[config.mk]
export PLATFORM = sky130hd
export DESIGN_NAME = frame_deframer
export DESIGN_NICKNAME = d
export VERILOG_FILES = /design/src/rtl/frame_deframer.sv
export SDC_FILE = /design/constraint.sdc
export NUM_CORES = 1
export LEC_CHECK = 0
export ABC_AREA = 1
export BUFFER_PORTS_ARGS = -buffer_cell sky130_fd_sc_hd__buf_2
export CORE_ASPECT_RATIO = 1.1
export CORE_UTILIZATION = 54
export CTS_BUF_LIST = sky130_fd_sc_hd__clkbuf_16
export CTS_CLUSTER_SIZE = 24
export DETAILED_ROUTE_END_ITERATION = 8
export PLACE_DENSITY = 0.74
export SYNTH_ARGS = -nofsm -noshare
export SYNTH_HDL_FRONTEND = slang
export SYNTH_SLANG_ARGS = --single-unit
[constraint.sdc]
create_clock -name clk_i -period 2.8 [get_ports clk_i]
set_input_delay 0.42 -clock clk_i [delete_from_list [all_inputs] [get_ports clk_i]]
set_output_delay 0.42 -clock clk_i [all_outputs]
set_load 0.05 [all_outputs]
[src/rtl/frame_deframer.sv]
// Receive-side deframer: hunts for the sync word, validates header and CRC-16/CCITT,
// forwards payload bytes and reports per-frame status plus TXFN sequence continuity.
module frame_deframer #(
  parameter int unsigned DATA_WIDTH  = 8,
  parameter int unsigned MAX_PAYLOAD = 4096,
  parameter logic [15:0] SYNC_WORD   = 16'h1ACF
) (
  input  logic                  clk_i,
  input  logic                  rst_ni,
  input  logic                  in_valid_i,
  input  logic [DATA_WIDTH-1:0] in_data_i,
  output logic                  out_valid_o,
  output logic [DATA_WIDTH-1:0] out_data_o,
  output logic                  out_sof_o,
  output logic                  out_eof_o,
  output logic                  hdr_valid_o,
  output logic [1:0]            hdr_type_o,
  output logic [15:0]           hdr_txfn_o,
  output logic [15:0]           hdr_len_o,
  output logic                  frame_ok_o,
  output logic                  frame_err_o,
  output logic [1:0]            err_code_o,
  output logic                  seq_gap_o,
  output logic [15:0]           frame_count_o
);

  localparam logic [16:0] MaxLen = 17'(MAX_PAYLOAD);

  typedef enum logic [2:0] {StHunt, StSync2, StHdr, StPayload, StCrc} state_e;

  // One byte of CRC-16/CCITT (poly 0x1021), MSB first.
  function automatic logic [15:0] crc_step(input logic [15:0] crc, input logic [7:0] b);
    logic [15:0] c;
    c = crc ^ {b, 8'h00};
    for (int i = 0; i < 8; i++) begin
      c = c[15] ? ((c << 1) ^ 16'h1021) : (c << 1);
    end
    return c;
  endfunction

  state_e                state_q, state_d;
  logic [15:0]           crc_q, crc_d;
  logic [2:0]            idx_q, idx_d;
  logic [7:0]            type_q, type_d;
  logic [15:0]           txfn_q, txfn_d;
  logic [7:0]            len_hi_q, len_hi_d;
  logic [15:0]           len_q, len_d;
  logic [15:0]           cnt_q, cnt_d;
  logic [7:0]            crc_hi_q, crc_hi_d;
  logic [15:0]           prev_txfn_q, prev_txfn_d;
  logic                  have_prev_q, have_prev_d;

  logic                  out_valid_q, out_valid_d;
  logic [DATA_WIDTH-1:0] out_data_q, out_data_d;
  logic                  out_sof_q, out_sof_d;
  logic                  out_eof_q, out_eof_d;
  logic                  hdr_valid_q, hdr_valid_d;
  logic [1:0]            hdr_type_q, hdr_type_d;
  logic [15:0]           hdr_txfn_q, hdr_txfn_d;
  logic [15:0]           hdr_len_q, hdr_len_d;
  logic                  frame_ok_q, frame_ok_d;
  logic                  frame_err_q, frame_err_d;
  logic [1:0]            err_code_q, err_code_d;
  logic                  seq_gap_q, seq_gap_d;
  logic [15:0]           frame_count_q, frame_count_d;

  logic [15:0]           len_full;
  logic [15:0]           rx_crc;

  assign len_full = {len_hi_q, in_data_i};
  assign rx_crc   = {crc_hi_q, in_data_i};

  always_comb begin
    state_d       = state_q;
    crc_d         = crc_q;
    idx_d         = idx_q;
    type_d        = type_q;
    txfn_d        = txfn_q;
    len_hi_d      = len_hi_q;
    len_d         = len_q;
    cnt_d         = cnt_q;
    crc_hi_d      = crc_hi_q;
    prev_txfn_d   = prev_txfn_q;
    have_prev_d   = have_prev_q;
    out_valid_d   = 1'b0;
    out_data_d    = out_data_q;
    out_sof_d     = 1'b0;
    out_eof_d     = 1'b0;
    hdr_valid_d   = 1'b0;
    hdr_type_d    = hdr_type_q;
    hdr_txfn_d    = hdr_txfn_q;
    hdr_len_d     = hdr_len_q;
    frame_ok_d    = 1'b0;
    frame_err_d   = 1'b0;
    err_code_d    = err_code_q;
    seq_gap_d     = 1'b0;
    frame_count_d = frame_count_q;

    if (in_valid_i) begin
      unique case (state_q)
        StHunt: begin
          if (in_data_i == SYNC_WORD[15:8]) state_d = StSync2;
        end
        StSync2: begin
          if (in_data_i == SYNC_WORD[7:0]) begin
            state_d = StHdr;
            crc_d   = 16'hFFFF;
            idx_d   = 3'd0;
          end else if (in_data_i != SYNC_WORD[15:8]) begin
            state_d = StHunt;
          end
        end
        StHdr: begin
          crc_d = crc_step(crc_q, in_data_i);
          idx_d = idx_q + 3'd1;
          case (idx_q)
            3'd0:    type_d         = in_data_i;
            3'd1:    txfn_d[15:8]   = in_data_i;
            3'd2:    txfn_d[7:0]    = in_data_i;
            3'd3:    len_hi_d       = in_data_i;
            default: begin
              state_d = StHunt;
              if (type_q[7:2] != 6'd0) begin
                frame_err_d = 1'b1;
                err_code_d  = 2'd1;
              end else if (len_full == 16'd0 || {1'b0, len_full} > MaxLen) begin
                frame_err_d = 1'b1;
                err_code_d  = 2'd2;
              end else begin
                hdr_valid_d = 1'b1;
                hdr_type_d  = type_q[1:0];
                hdr_txfn_d  = txfn_q;
                hdr_len_d   = len_full;
                len_d       = len_full;
                cnt_d       = len_full;
                state_d     = StPayload;
              end
            end
          endcase
        end
        StPayload: begin
          crc_d       = crc_step(crc_q, in_data_i);
          out_valid_d = 1'b1;
          out_data_d  = in_data_i;
          out_sof_d   = (cnt_q == len_q);
          out_eof_d   = (cnt_q == 16'd1);
          cnt_d       = cnt_q - 16'd1;
          if (cnt_q == 16'd1) begin
            state_d = StCrc;
            idx_d   = 3'd0;
          end
        end
        StCrc: begin
          if (idx_q == 3'd0) begin
            crc_hi_d = in_data_i;
            idx_d    = 3'd1;
          end else begin
            state_d = StHunt;
            if (rx_crc == crc_q) begin
              frame_ok_d    = 1'b1;
              err_code_d    = 2'd0;
              seq_gap_d     = have_prev_q && (txfn_q != prev_txfn_q + 16'd1);
              prev_txfn_d   = txfn_q;
              have_prev_d   = 1'b1;
              frame_count_d = frame_count_q + 16'd1;
            end else begin
              frame_err_d = 1'b1;
              err_code_d  = 2'd3;
            end
          end
        end
        default: state_d = StHunt;
      endcase
    end
  end

  always_ff @(posedge clk_i or negedge rst_ni) begin
    if (!rst_ni) begin
      state_q       <= StHunt;
      crc_q         <= 16'hFFFF;
      idx_q         <= 3'd0;
      type_q        <= 8'd0;
      txfn_q        <= 16'd0;
      len_hi_q      <= 8'd0;
      len_q         <= 16'd0;
      cnt_q         <= 16'd0;
      crc_hi_q      <= 8'd0;
      prev_txfn_q   <= 16'd0;
      have_prev_q   <= 1'b0;
      out_valid_q   <= 1'b0;
      out_data_q    <= '0;
      out_sof_q     <= 1'b0;
      out_eof_q     <= 1'b0;
      hdr_valid_q   <= 1'b0;
      hdr_type_q    <= 2'd0;
      hdr_txfn_q    <= 16'd0;
      hdr_len_q     <= 16'd0;
      frame_ok_q    <= 1'b0;
      frame_err_q   <= 1'b0;
      err_code_q    <= 2'd0;
      seq_gap_q     <= 1'b0;
      frame_count_q <= 16'd0;
    end else begin
      state_q       <= state_d;
      crc_q         <= crc_d;
      idx_q         <= idx_d;
      type_q        <= type_d;
      txfn_q        <= txfn_d;
      len_hi_q      <= len_hi_d;
      len_q         <= len_d;
      cnt_q         <= cnt_d;
      crc_hi_q      <= crc_hi_d;
      prev_txfn_q   <= prev_txfn_d;
      have_prev_q   <= have_prev_d;
      out_valid_q   <= out_valid_d;
      out_data_q    <= out_data_d;
      out_sof_q     <= out_sof_d;
      out_eof_q     <= out_eof_d;
      hdr_valid_q   <= hdr_valid_d;
      hdr_type_q    <= hdr_type_d;
      hdr_txfn_q    <= hdr_txfn_d;
      hdr_len_q     <= hdr_len_d;
      frame_ok_q    <= frame_ok_d;
      frame_err_q   <= frame_err_d;
      err_code_q    <= err_code_d;
      seq_gap_q     <= seq_gap_d;
      frame_count_q <= frame_count_d;
    end
  end

  assign out_valid_o   = out_valid_q;
  assign out_data_o    = out_data_q;
  assign out_sof_o     = out_sof_q;
  assign out_eof_o     = out_eof_q;
  assign hdr_valid_o   = hdr_valid_q;
  assign hdr_type_o    = hdr_type_q;
  assign hdr_txfn_o    = hdr_txfn_q;
  assign hdr_len_o     = hdr_len_q;
  assign frame_ok_o    = frame_ok_q;
  assign frame_err_o   = frame_err_q;
  assign err_code_o    = err_code_q;
  assign seq_gap_o     = seq_gap_q;
  assign frame_count_o = frame_count_q;

endmodule

==> flow_metrics.env, run 1 <==
export IMPL_ys_types=40
export IMPL_hp_class="input port to flip-flop"
export IMPL_grt_pass1_wl_um=33710
export IMPL_p_leak_nw=4.626
export IMPL_clk_pin_slew_worst_paths_ns=0.06
export IMPL_cellPowerDensity_nw_per_um2=800.0
export IMPL_worstSetupPathType="flip-flop to flip-flop"
export IMPL_reg2regPathDepth=9
export IMPL_synth_edff_count=0
export IMPL_routabilityCongestion=0.9443
export IMPL_placed_area_um2=8902
export IMPL_ir_worst_vdd_mv=0.4231
export IMPL_routed_via_density=5.381
export IMPL_clockRootBuffer="clkbuf_16"
export IMPL_layout_common_cells="nand2_1, dfrtp_1, inv_1"
export IMPL_synth_nets=1048
export IMPL_slew_viol_final=0
export IMPL_n_fill_cell=1303
export IMPL_hp_start="in_valid_i"
export IMPL_top_usage_layer="met2"
export IMPL_core_area_um2=15110
export IMPL_grt_usage_pct=27.19
export IMPL_grt_pass1_vias=6718
export IMPL_fin_total_pwr_w=0.007633
export IMPL_drc_errors=0
export IMPL_die_x_um=120.6
export IMPL_dieArea_um2=15980
export IMPL_post_route_min_period_ns=2.175
export IMPL_dr_pass1_iters=5
export IMPL_postCtsSetupBuffers=0
export IMPL_cp_max_fo=22
export IMPL_cts_tree="yes"
export IMPL_maxCapViolCount=0
export IMPL_die_h_um=132.5
export IMPL_synth_top_cell_area_share_pct=43.71
export IMPL_antenna_cells=0
export IMPL_skew_ns=0.009188
export IMPL_fin_nets=1122
export IMPL_wl_um=20310
export IMPL_insertion_delay_ns=0.43
export IMPL_clkSinkCount=162
export IMPL_yosys_area_top_type="dfrtp_1"
export IMPL_use_met1_pct=36.56
export IMPL_htreeDepth=4
export IMPL_hold_depth=3
export IMPL_antenna_left=0
export IMPL_syn_cell_area_um2=8359
export IMPL_avgSynthCellArea_um2=8.132
export IMPL_r2r_start="crc_q[3]"
export IMPL_initial_core_util_pct=55.31
export IMPL_hold_viol=0
export IMPL_fmax_mhz=459.7
export IMPL_grtUsageMet2_pct=44.41
export IMPL_end_kind="flip-flop"
export IMPL_overflow=0
export IMPL_synth_seq_cells=162
export IMPL_rows=47
export IMPL_outcome="finished clean"
export IMPL_worst_pin_slew_ns=0.6522
export IMPL_rsz0062_at_grt="false"
export IMPL_ff_latch_area_um2=4074
export IMPL_ys_flop_type="dfrtp_1"
export IMPL_syn_to_final_growth_pct=14.14
export IMPL_fin_crit_sh_pct=77.68
export IMPL_clock_path_buffers=2
export IMPL_crit_path_frequent_cell="nand2_1"
export IMPL_netlist_instances=1028
export IMPL_grt_max_degree=78
export IMPL_r2r_slack_ns=0.62
export IMPL_cpPeakStageDelay_ns=0.57
export IMPL_start_kind="flip-flop"
export IMPL_io_buffers=77
export IMPL_final_common_cell="nand2_1"
export IMPL_setup_viol=0
export IMPL_io_pins=78
export IMPL_yosysWarnings=0
export IMPL_maxSlewHeadroom_pct=56.52
export IMPL_crit_arrival_ns=2.50
export IMPL_use_met3_pct=4.569
export IMPL_timing_rr_end="frame_count_o[8]"
export IMPL_wl_per_cell_um=15.49
export IMPL_dp_cells=1278
export IMPL_synthTopCellsByArea="dfrtp_1, nand2_1, o21ai_0, inv_1, dfstp_2"
export IMPL_tns_ns=0
export IMPL_stdcell_count=1311
export IMPL_cp_required_ns=3.12
export IMPL_slowest_stage="dfstp_2"
export IMPL_drive_gt1_share_pct=15.87
export IMPL_ys_seq_area_share_pct=48.74
export IMPL_place_hpwl_um=14640
export IMPL_holdPathEnd="cnt_q[15]"
export IMPL_via_count=7055
export IMPL_antenna_found_initial=0
export IMPL_cts_made_buffers=17
export IMPL_drt_initial_drc_count=636
export IMPL_synthArstFlopShare_pct=100.0
export IMPL_fin_area_um2=9542
export IMPL_worstPathCellList="inv_1 -> nand2_1 -> nand4_1 -> nor3_2 -> nand2_1 -> nor2_4 -> nand2_1 -> nand2_1 -> nand2_1"
export IMPL_multiInputGateArea_um2=3627
-- layer usage --
| metal | wire, µm | share of wire (%) | up-vias |
|---|---|---|---|
| met4 | 478 | 2.4 | 0 |
| met3 | 984 | 4.8 | 42 |
| met2 | 9768 | 48 | 230 |
| li1 | - | - | 3450 |
| met1 | 9077 | 45 | 3333 |
| met5 | 0 | 0 | - |
-- how the worst max path moves through the flow --
| stage | startpoint | to | slack, ns |
|---|---|---|---|
| floorplan | frame_count_o[0] | frame_count_o[14] | 1.0 |
| global placement | in_data_i[3] | frame_count_o[0] | 0.52 |
| detailed placement | in_data_i[3] | frame_count_o[0] | 0.45 |
| global route | state_q[1] | hdr_type_o[1] | 0.36 |
| finish | crc_q[3] | frame_count_o[8] | 0.62 |
| CTS | crc_q[3] | frame_count_o[8] | 0.64 |
-- flip-flops by register name, summed over array words and instances, names as in the netlist, 16 cells and up --
signal	cells
prev_txfn_q	16
frame_count_o	16
txfn_q	16
crc_q	16
hdr_len_o	16
cnt_q	16
hdr_txfn_o	16
-- cell usage after synthesis (13+ instances only) --
cell / count
dfstp_2: 16
a21oi_1: 16
nand3_1: 36
dfrtp_1: 146
buf_2: 16
o21ai_1: 40
nand2_1: 275
nor2_1: 66
o21ai_0: 93
xor2_1: 40
xnor2_1: 27
o22ai_1: 13
nand4_1: 20
inv_1: 118
-- cells by family after synthesis --
| logic type | count (synthesis) | share of synthesized area, % |
|---|---|---|
| buffers and inverters | 161 | 7.873 |
| and+or+nand+nor | 438 | 22.24 |
| DFF | 162 | 48.74 |
| adders and majority gates | 9 | 1.347 |
| xor gates and xnor gates | 67 | 7.020 |
| AOI/OAI and AO/OA | 191 | 12.78 |
-- power by group --
part	total (W)	internal, W	switching (W)
clock	0.00250	0.00150	0.000992
sequential	0.00317	0.00280	0.000371
combinational	0.00197	0.000659	0.00131
-- worst max-delay path: cells and delay by family (launching register included) --
family        cells  cell delay, ns
simple gates      8            1.42
flops             1            0.57
buf+inv           1            0.07
-- stage by stage --
| stage | hold slack, ns | util, % | setup slack (ns) |
|---|---|---|---|
| after floorplan | 0.1244 | - | 0.9960 |
| after global placement | 0.3864 | 58.90 | 0.5162 |
| after detailed placement | 0.3882 | 58.90 | 0.4450 |
| after CTS | 0.2876 | 63.13 | 0.6443 |
| after global routing | 0.3319 | 63.13 | 0.3627 |
| final | 0.2954 | 63.13 | 0.6249 |
-- final cells by class --
class	instances	area share, %
flip-flops and latches	162	42.70
multi-input cells	705	38.01
inverters	129	5.075
repair buffers	87	5.049
clock buffers	17	4.458
well taps	196	2.570
clock inverters	15	2.137
-- what timing repair did --
item	4_1_cts	5_1_grt
hold buffers	1	0
gates resized for setup	0	0
endpoints found under the hold margin	32	0
Note: power is estimated with default switching activity, not from simulation.
==> run 2, diff against run 1 <==
==> constraint.sdc (replaced) <==
create_clock -name clk_i -period 2.1 [get_ports clk_i]
set_input_delay 0.315 -clock clk_i [delete_from_list [all_inputs] [get_ports clk_i]]
set_output_delay 0.315 -clock clk_i [all_outputs]
set_load 0.05 [all_outputs]
==> run 2 against run 1 <==
  * Sequential cell count is the same
  * Sequential power grew 33%
  * Clock skew grew 0.0034 ns
  * Sequential share of layout area shrank 0.78 points
  * Critical path type unchanged
  * Largest cell class unchanged
==> flow_metrics.env, run 2 (synthesis results as in run 1) <==
export IMPL_outcome="finished clean"
export IMPL_pwr_share_comb_pct=26.5
export IMPL_via_count=7095
export IMPL_grt_pass1_vias=6786
export IMPL_antenna_left=0
export IMPL_hold_viol=0
export IMPL_fin_total_pwr_w=0.01013
export IMPL_final_common_cell="nand2_1"
export IMPL_cts_tree="yes"
export IMPL_stdcell_count=1326
export IMPL_p_leak_nw=4.724
export IMPL_cp_num_buf_inv=2
export IMPL_cp_required_ns=2.41
export IMPL_core_area_um2=15110
export IMPL_rows=47
export IMPL_internal_power_w=0.006631
export IMPL_cpPeakStageDelay_ns=0.42
export IMPL_initial_core_util_pct=55.31
export IMPL_routed_via_density=5.351
export IMPL_die_h_um=132.5
export IMPL_slew_viol_final=0
export IMPL_routabilityCongestion=0.9174
export IMPL_antenna_found_initial=0
export IMPL_drt_initial_drc_count=593
export IMPL_start_kind="flip-flop"
export IMPL_rsz0062_at_grt="false"
export IMPL_slowest_stage="dfrtp_1"
export IMPL_clockPowerShare_pct=31.9
export IMPL_worstPathCellList="inv_1 -> nor3_1 -> a21boi_1 -> nor2_1 -> nand2_1 -> inv_2 -> o21ai_4 -> o21ai_0"
export IMPL_ir_worst_vdd_mv=0.6376
export IMPL_clk_pin_slew_worst_paths_ns=0.06
export IMPL_crit_arrival_ns=2.25
export IMPL_clock_path_buffers=2
export IMPL_grt_pass1_wl_um=34530
export IMPL_fin_nets=1139
export IMPL_p_seq_share_pct=41.7
export IMPL_die_x_um=120.6
export IMPL_grt_max_degree=60
export IMPL_skew_ns=0.01254
export IMPL_insertion_delay_ns=0.44
export IMPL_dieArea_um2=15980
export IMPL_switching_share_pct=34.51
export IMPL_cp_max_fo=13
export IMPL_worstSetupPathType="flip-flop to flip-flop"
export IMPL_maxSlewHeadroom_pct=61.92
export IMPL_postCtsSetupBuffers=0
export IMPL_htreeDepth=4
export IMPL_fmax_mhz=514.7
export IMPL_cellPowerDensity_nw_per_um2=1042
export IMPL_clkSinkCount=162
export IMPL_clockRootBuffer="clkbuf_16"
export IMPL_tns_ns=0
export IMPL_antenna_cells=0
export IMPL_cts_made_buffers=17
export IMPL_fin_area_um2=9719
export IMPL_drive_gt1_share_pct=17.08
export IMPL_maxCapViolCount=0
export IMPL_wl_um=20580
export IMPL_end_kind="flip-flop"
export IMPL_drc_errors=0
export IMPL_fin_crit_sh_pct=92.51
export IMPL_cp_top_family="compound AO/OA/AOI/OAI gates"
export IMPL_grt_usage_pct=27.74
export IMPL_dr_pass1_iters=7
export IMPL_wl_per_cell_um=15.52
export IMPL_netSwitchingPower_w=0.003495
export IMPL_placed_area_um2=9080
export IMPL_layout_common_cells="nand2_1, dfrtp_1, inv_1"
export IMPL_syn_to_final_growth_pct=16.27
export IMPL_io_buffers=77
export IMPL_post_route_min_period_ns=1.943
export IMPL_overflow=0
export IMPL_worst_pin_slew_ns=0.5713
export IMPL_io_pins=78
export IMPL_place_hpwl_um=14740
export IMPL_setup_viol=0
export IMPL_dp_cells=1295
export IMPL_hp_class="input port to flip-flop"
[run 2: changes by cell type in the layout (fill, tap and decap cells not counted), sizes merged]
cell      delta
inv          -4
buf         +17
clkinvlp     -1
clkinv       +3
[run 2: layer usage]
| metal | vias up | GRT usage, % | routed length [µm] |
|---|---|---|---|
| li1 | 3483 | - | - |
| met1 | 3383 | 37.64 | 9307 |
| met2 | 186 | 44.86 | 9889 |
| met3 | 43 | 4.784 | 908 |
| met4 | 0 | 9.808 | 476 |
| met5 | - | 0 | 0 |
[run 2: final timing paths]
kind | depth (start not counted) | slack, ns | start | endpoint
hold reg to reg | 2 | 0.48 | cnt_q[15] | cnt_q[15]
setup / recovery | 8 | 0.16 | state_q[0] | idx_q[2]
max in group asynchronous | 3 | 1.02 | rst_ni | crc_q[11]
hold / removal | 3 | 0.18 | in_valid_i | cnt_q[15]
min in group asynchronous | 2 | 0.43 | rst_ni | hdr_txfn_o[0]
setup reg to reg | 8 | 0.16 | state_q[0] | idx_q[2]
[run 2: stage by stage]
stage	setup WS, ns	util, %	hold slack, ns
after global placement	0.1537	60.08	0.3377
after global routing	0.01836	64.31	0.2146
after CTS	0.1618	64.20	0.1790
final	0.1572	64.31	0.1819
after detailed placement	0.08354	60.08	0.3413
after floorplan	0.2960	-	0.01941
[run 2: power groups by stage]
stage	clock network (W)	registers [W]	logic, W
finish	0.00323	0.00422	0.00268
detailed placement	0	0.00425	0.00264
CTS	0.00328	0.00421	0.00266
floorplan	0	0.00455	0.00159
global placement	0	0.00424	0.00258
global route	0.00339	0.00428	0.00300
[run 2: area by class of cell]
cell class	instances	area [µm²]
Tap cell	196	245.2
Fill cell	1268	5394
Multi-Input combinational cell	705	3643
Clock inverter	13	187.7
Clock buffer	17	425.4
Timing Repair Buffer	104	659.4
Inverter	129	484.2
Sequential cell	162	4074
[run 2: what timing repair did]
item,in CTS,in global routing
resized for setup,0,3
hold buffers,1,0
setup endpoints to repair,0,13
hold endpoints to repair,43,0
[run 2: worst min-delay path: cells and delay by family]
| family | cells | cell delay, ns |
|---|---|---|
| buf+inv | 1 | 0.13 |
| simple gates | 2 | 0.13 |
==> run 3, diff against run 2 <==
--- a/config.mk
+++ b/config.mk
@@ -5,9 +5,9 @@
 export SDC_FILE = /design/constraint.sdc
 export NUM_CORES = 1
 export LEC_CHECK = 0
-export ABC_AREA = 1
 export BUFFER_PORTS_ARGS = -buffer_cell sky130_fd_sc_hd__buf_2
 export CORE_ASPECT_RATIO = 1.1
+export CORE_MARGIN = 2
 export CORE_UTILIZATION = 54
 export CTS_BUF_LIST = sky130_fd_sc_hd__clkbuf_16
 export CTS_CLUSTER_SIZE = 24
==> run 3 against run 2 <==
  * Utilization increased by 8.3 points
  * Wire length rose by 9.0%
  * Design area grew 12%
  * The run now ends with setup timing left
  * Cell count fell by 18%
  * Sequential power fell by 8.5%
  * Clock-buffer cell count stayed put
  * Critical path depth increased by 1
  * First-iteration DRC count rose by 7.6%
  * Total power down 4.8%
  * Die area is 0.83% higher
  * Critical path type unchanged
  * Sequential cell count unchanged
  * Via count down 9.0%
==> flow_metrics.env, run 3 <==
export IMPL_cellPowerDensity_nw_per_um2=889.6
export IMPL_drc_errors=0
export IMPL_final_common_cell="dfrtp_1"
export IMPL_syn_cell_area_um2=8162
export IMPL_synth_most_common_cell="dfrtp_1"
export IMPL_setup_ws_ns=-0.2735
export IMPL_skew_ns=0.007649
export IMPL_fin_nets=897
export IMPL_grt_max_degree=66
export IMPL_insertion_delay_ns=0.43
export IMPL_synthArstFlopShare_pct=100.0
export IMPL_synth_commonest_cells="dfrtp_1, mux2_2, xnor2_1, nand2_1, nor2_1"
export IMPL_ys_flop_type="dfrtp_1"
export IMPL_cts_made_buffers=17
export IMPL_die_h_um=132.9
export IMPL_worst_pin_slew_ns=0.6292
export IMPL_grtUsageMet2_pct=45.66
export IMPL_wl_per_cell_um=20.67
export IMPL_io_buffers=77
export IMPL_avgSynthCellArea_um2=11.59
export IMPL_multiInputGateArea_um2=4290
export IMPL_htreeDepth=4
export IMPL_wl_um=22430
export IMPL_maxSlewHeadroom_pct=57.95
export IMPL_post_route_min_period_ns=2.373
export IMPL_io_pins=78
export IMPL_drive_gt1_share_pct=45.89
export IMPL_ir_worst_vdd_mv=1.029
export IMPL_setup_viol=86
export IMPL_fin_area_um2=10840
export IMPL_initial_core_util_pct=54.64
export IMPL_routed_via_density=5.948
export IMPL_top_usage_layer="met2"
export IMPL_cts_tree="yes"
export IMPL_reg2regPathDepth=9
export IMPL_clk_pin_slew_worst_paths_ns=0.06
export IMPL_ff_latch_area_um2=4076
export IMPL_tns_ns=-13.31
export IMPL_crit_arrival_ns=2.69
export IMPL_worstPathCellList="inv_2 -> ha_4 -> or3_4 -> a21o_1 -> a211oi_2 -> and2_4 -> buf_12 -> buf_12 -> mux2_4"
export IMPL_r2r_start="idx_q[0]"
export IMPL_placed_area_um2=9216
export IMPL_use_met3_pct=5.474
export IMPL_end_kind="flip-flop"
export IMPL_clock_path_buffers=2
export IMPL_layout_common_cells="dfrtp_1, buf_4, buf_2"
export IMPL_timing_rr_end="hdr_len_o[4]"
export IMPL_fmax_mhz=421.3
export IMPL_cp_max_fo=8
export IMPL_synth_top_cell_area_share_pct=44.76
export IMPL_cp_required_ns=2.41
export IMPL_overflow=0
export IMPL_n_fill_cell=976
export IMPL_syn_to_final_growth_pct=32.81
export IMPL_dieArea_um2=16110
export IMPL_rsz0062_at_grt="true"
export IMPL_r2r_slack_ns=-0.27
export IMPL_drt_initial_drc_count=638
export IMPL_synth_seq_cells=162
export IMPL_netlist_instances=704
export IMPL_worstSetupPathType="flip-flop to flip-flop"
export IMPL_grt_usage_pct=27.49
export IMPL_core_area_um2=14940
export IMPL_hold_viol=0
export IMPL_fin_crit_sh_pct=113.0
export IMPL_ys_seq_area_share_pct=49.92
export IMPL_grt_pass1_wl_um=34570
export IMPL_yosys_area_top_type="dfrtp_1"
export IMPL_via_count=6454
export IMPL_grt_pass1_vias=6534
export IMPL_crit_path_frequent_cell="buf_12"
export IMPL_antenna_found_initial=0
export IMPL_place_hpwl_um=13390
export IMPL_rows=47
export IMPL_hp_class="input port to asynchronous set/reset pin"
export IMPL_use_met1_pct=35.21
export IMPL_slowest_stage="dfrtp_2"
export IMPL_synth_edff_count=0
export IMPL_p_leak_nw=5.258
export IMPL_die_x_um=121.2
export IMPL_antenna_cells=0
export IMPL_violations="setup timing"
export IMPL_ys_types=65
export IMPL_synth_nets=724
export IMPL_slew_viol_final=0
export IMPL_clkSinkCount=162
export IMPL_synthTopCellsByArea="dfrtp_1, mux2_2, xnor2_1, dfstp_2, mux2_4"
export IMPL_dr_pass1_iters=5
export IMPL_yosysWarnings=0
export IMPL_routabilityCongestion=0.9231
export IMPL_maxCapViolCount=0
export IMPL_antenna_left=0
export IMPL_clockRootBuffer="clkbuf_16"
export IMPL_start_kind="flip-flop"
export IMPL_cpPeakStageDelay_ns=0.41
export IMPL_outcome="finished, violations left"
-- run 3: changes by cell type after synthesis, moves of 37 or more --
cell     delta
xnor2_1    +37
nand2_1   -228
o21ai_0    -72
o21ai_1    -38
mux2_2     +73
inv_1     -108
-- run 3: logic make-up after synthesis --
group,count (synthesis),synth area share [%]
AO/OA/AOI/OAI,90,7.466
XOR/XNOR,90,9.658
adder cells (fa/ha/maj),9,1.380
buffers and inverters,49,3.265
flip-flops,162,49.92
multiplexers,105,15.32
AND/OR/NAND/NOR,199,13.00
-- run 3: through the flow --
step           std cells  setup slack [ns]  power (W)  hold WS, ns  util, %
2_1_floorplan        704           -0.2304   0.005439      0.01941        -
3_3_place_gp        1015           -0.2802   0.006155       0.1786    61.70
3_5_place_dp        1015           -0.3119   0.006244       0.1816    61.70
4_1_cts             1072           -0.2163   0.009496       0.2167    69.58
5_1_grt             1085           -0.3507    0.01003       0.2846    72.57
6_report            1085           -0.2735   0.009643       0.2973    72.57
-- run 3: how the worst max path moves through the flow --
stage | start | end | slack [ns] | cells past startpoint
2_1_floorplan | idx_q[0] | hdr_len_o[10] | -0.23 | 9
3_3_place_gp | in_data_i[3] | cnt_q[11] | -0.28 | 7
3_5_place_dp | idx_q[0] | hdr_txfn_o[13] | -0.31 | 8
4_1_cts | idx_q[1] | hdr_type_o[0] | -0.22 | 9
5_1_grt | idx_q[1] | hdr_len_o[4] | -0.35 | 9
6_report | idx_q[0] | hdr_len_o[4] | -0.27 | 9
-- run 3: worst max-delay path: cells and delay by family, from the launching register on --
kind,cells,cell delay (ns)
AO/OA/AOI/OAI,2,0.39
adder cells (fa/ha/maj),1,0.17
buffers and inverters,3,0.33
flip-flops,1,0.41
multiplexers,1,0.31
AND/OR/NAND/NOR,2,0.63
-- run 3: final cells by class --
type / count / share of cell area [%]
sequential: 162 / 37.61
multi-input combinational: 494 / 39.58
tap: 196 / 2.263
clock buffer: 17 / 3.925
inverter: 11 / 0.3809
clock inverter: 14 / 1.512
timing repair buffer: 191 / 14.73
-- run 3: power by group --
part / leakage [nW] / total, W / internal [W] / switching [W]
clock network: 0.285 / 0.00316 / 0.00186 / 0.00130
registers: 2.18 / 0.00386 / 0.00355 / 0.000314
logic: 2.79 / 0.00262 / 0.00126 / 0.00136
-- run 3: metal layers --
metal | vias up | share of wire, % | wire length (µm)
li1 | 2856 | - | -
met1 | 3250 | 40 | 8984
met2 | 272 | 51 | 11370
met3 | 76 | 5.8 | 1300
met4 | 0 | 3.4 | 773
met5 | - | 0 | 0
-- run 3: what timing repair did --
item | 4_1_cts | 5_1_grt
endpoints found under the setup margin | 85 | 100
endpoints found under the hold margin | 19 | 0
hold buffers | 1 | 0
pin swaps | 18 | 22
setup buffers | 19 | 12
gates resized for setup | 67 | 55
cloned | 6 | 4
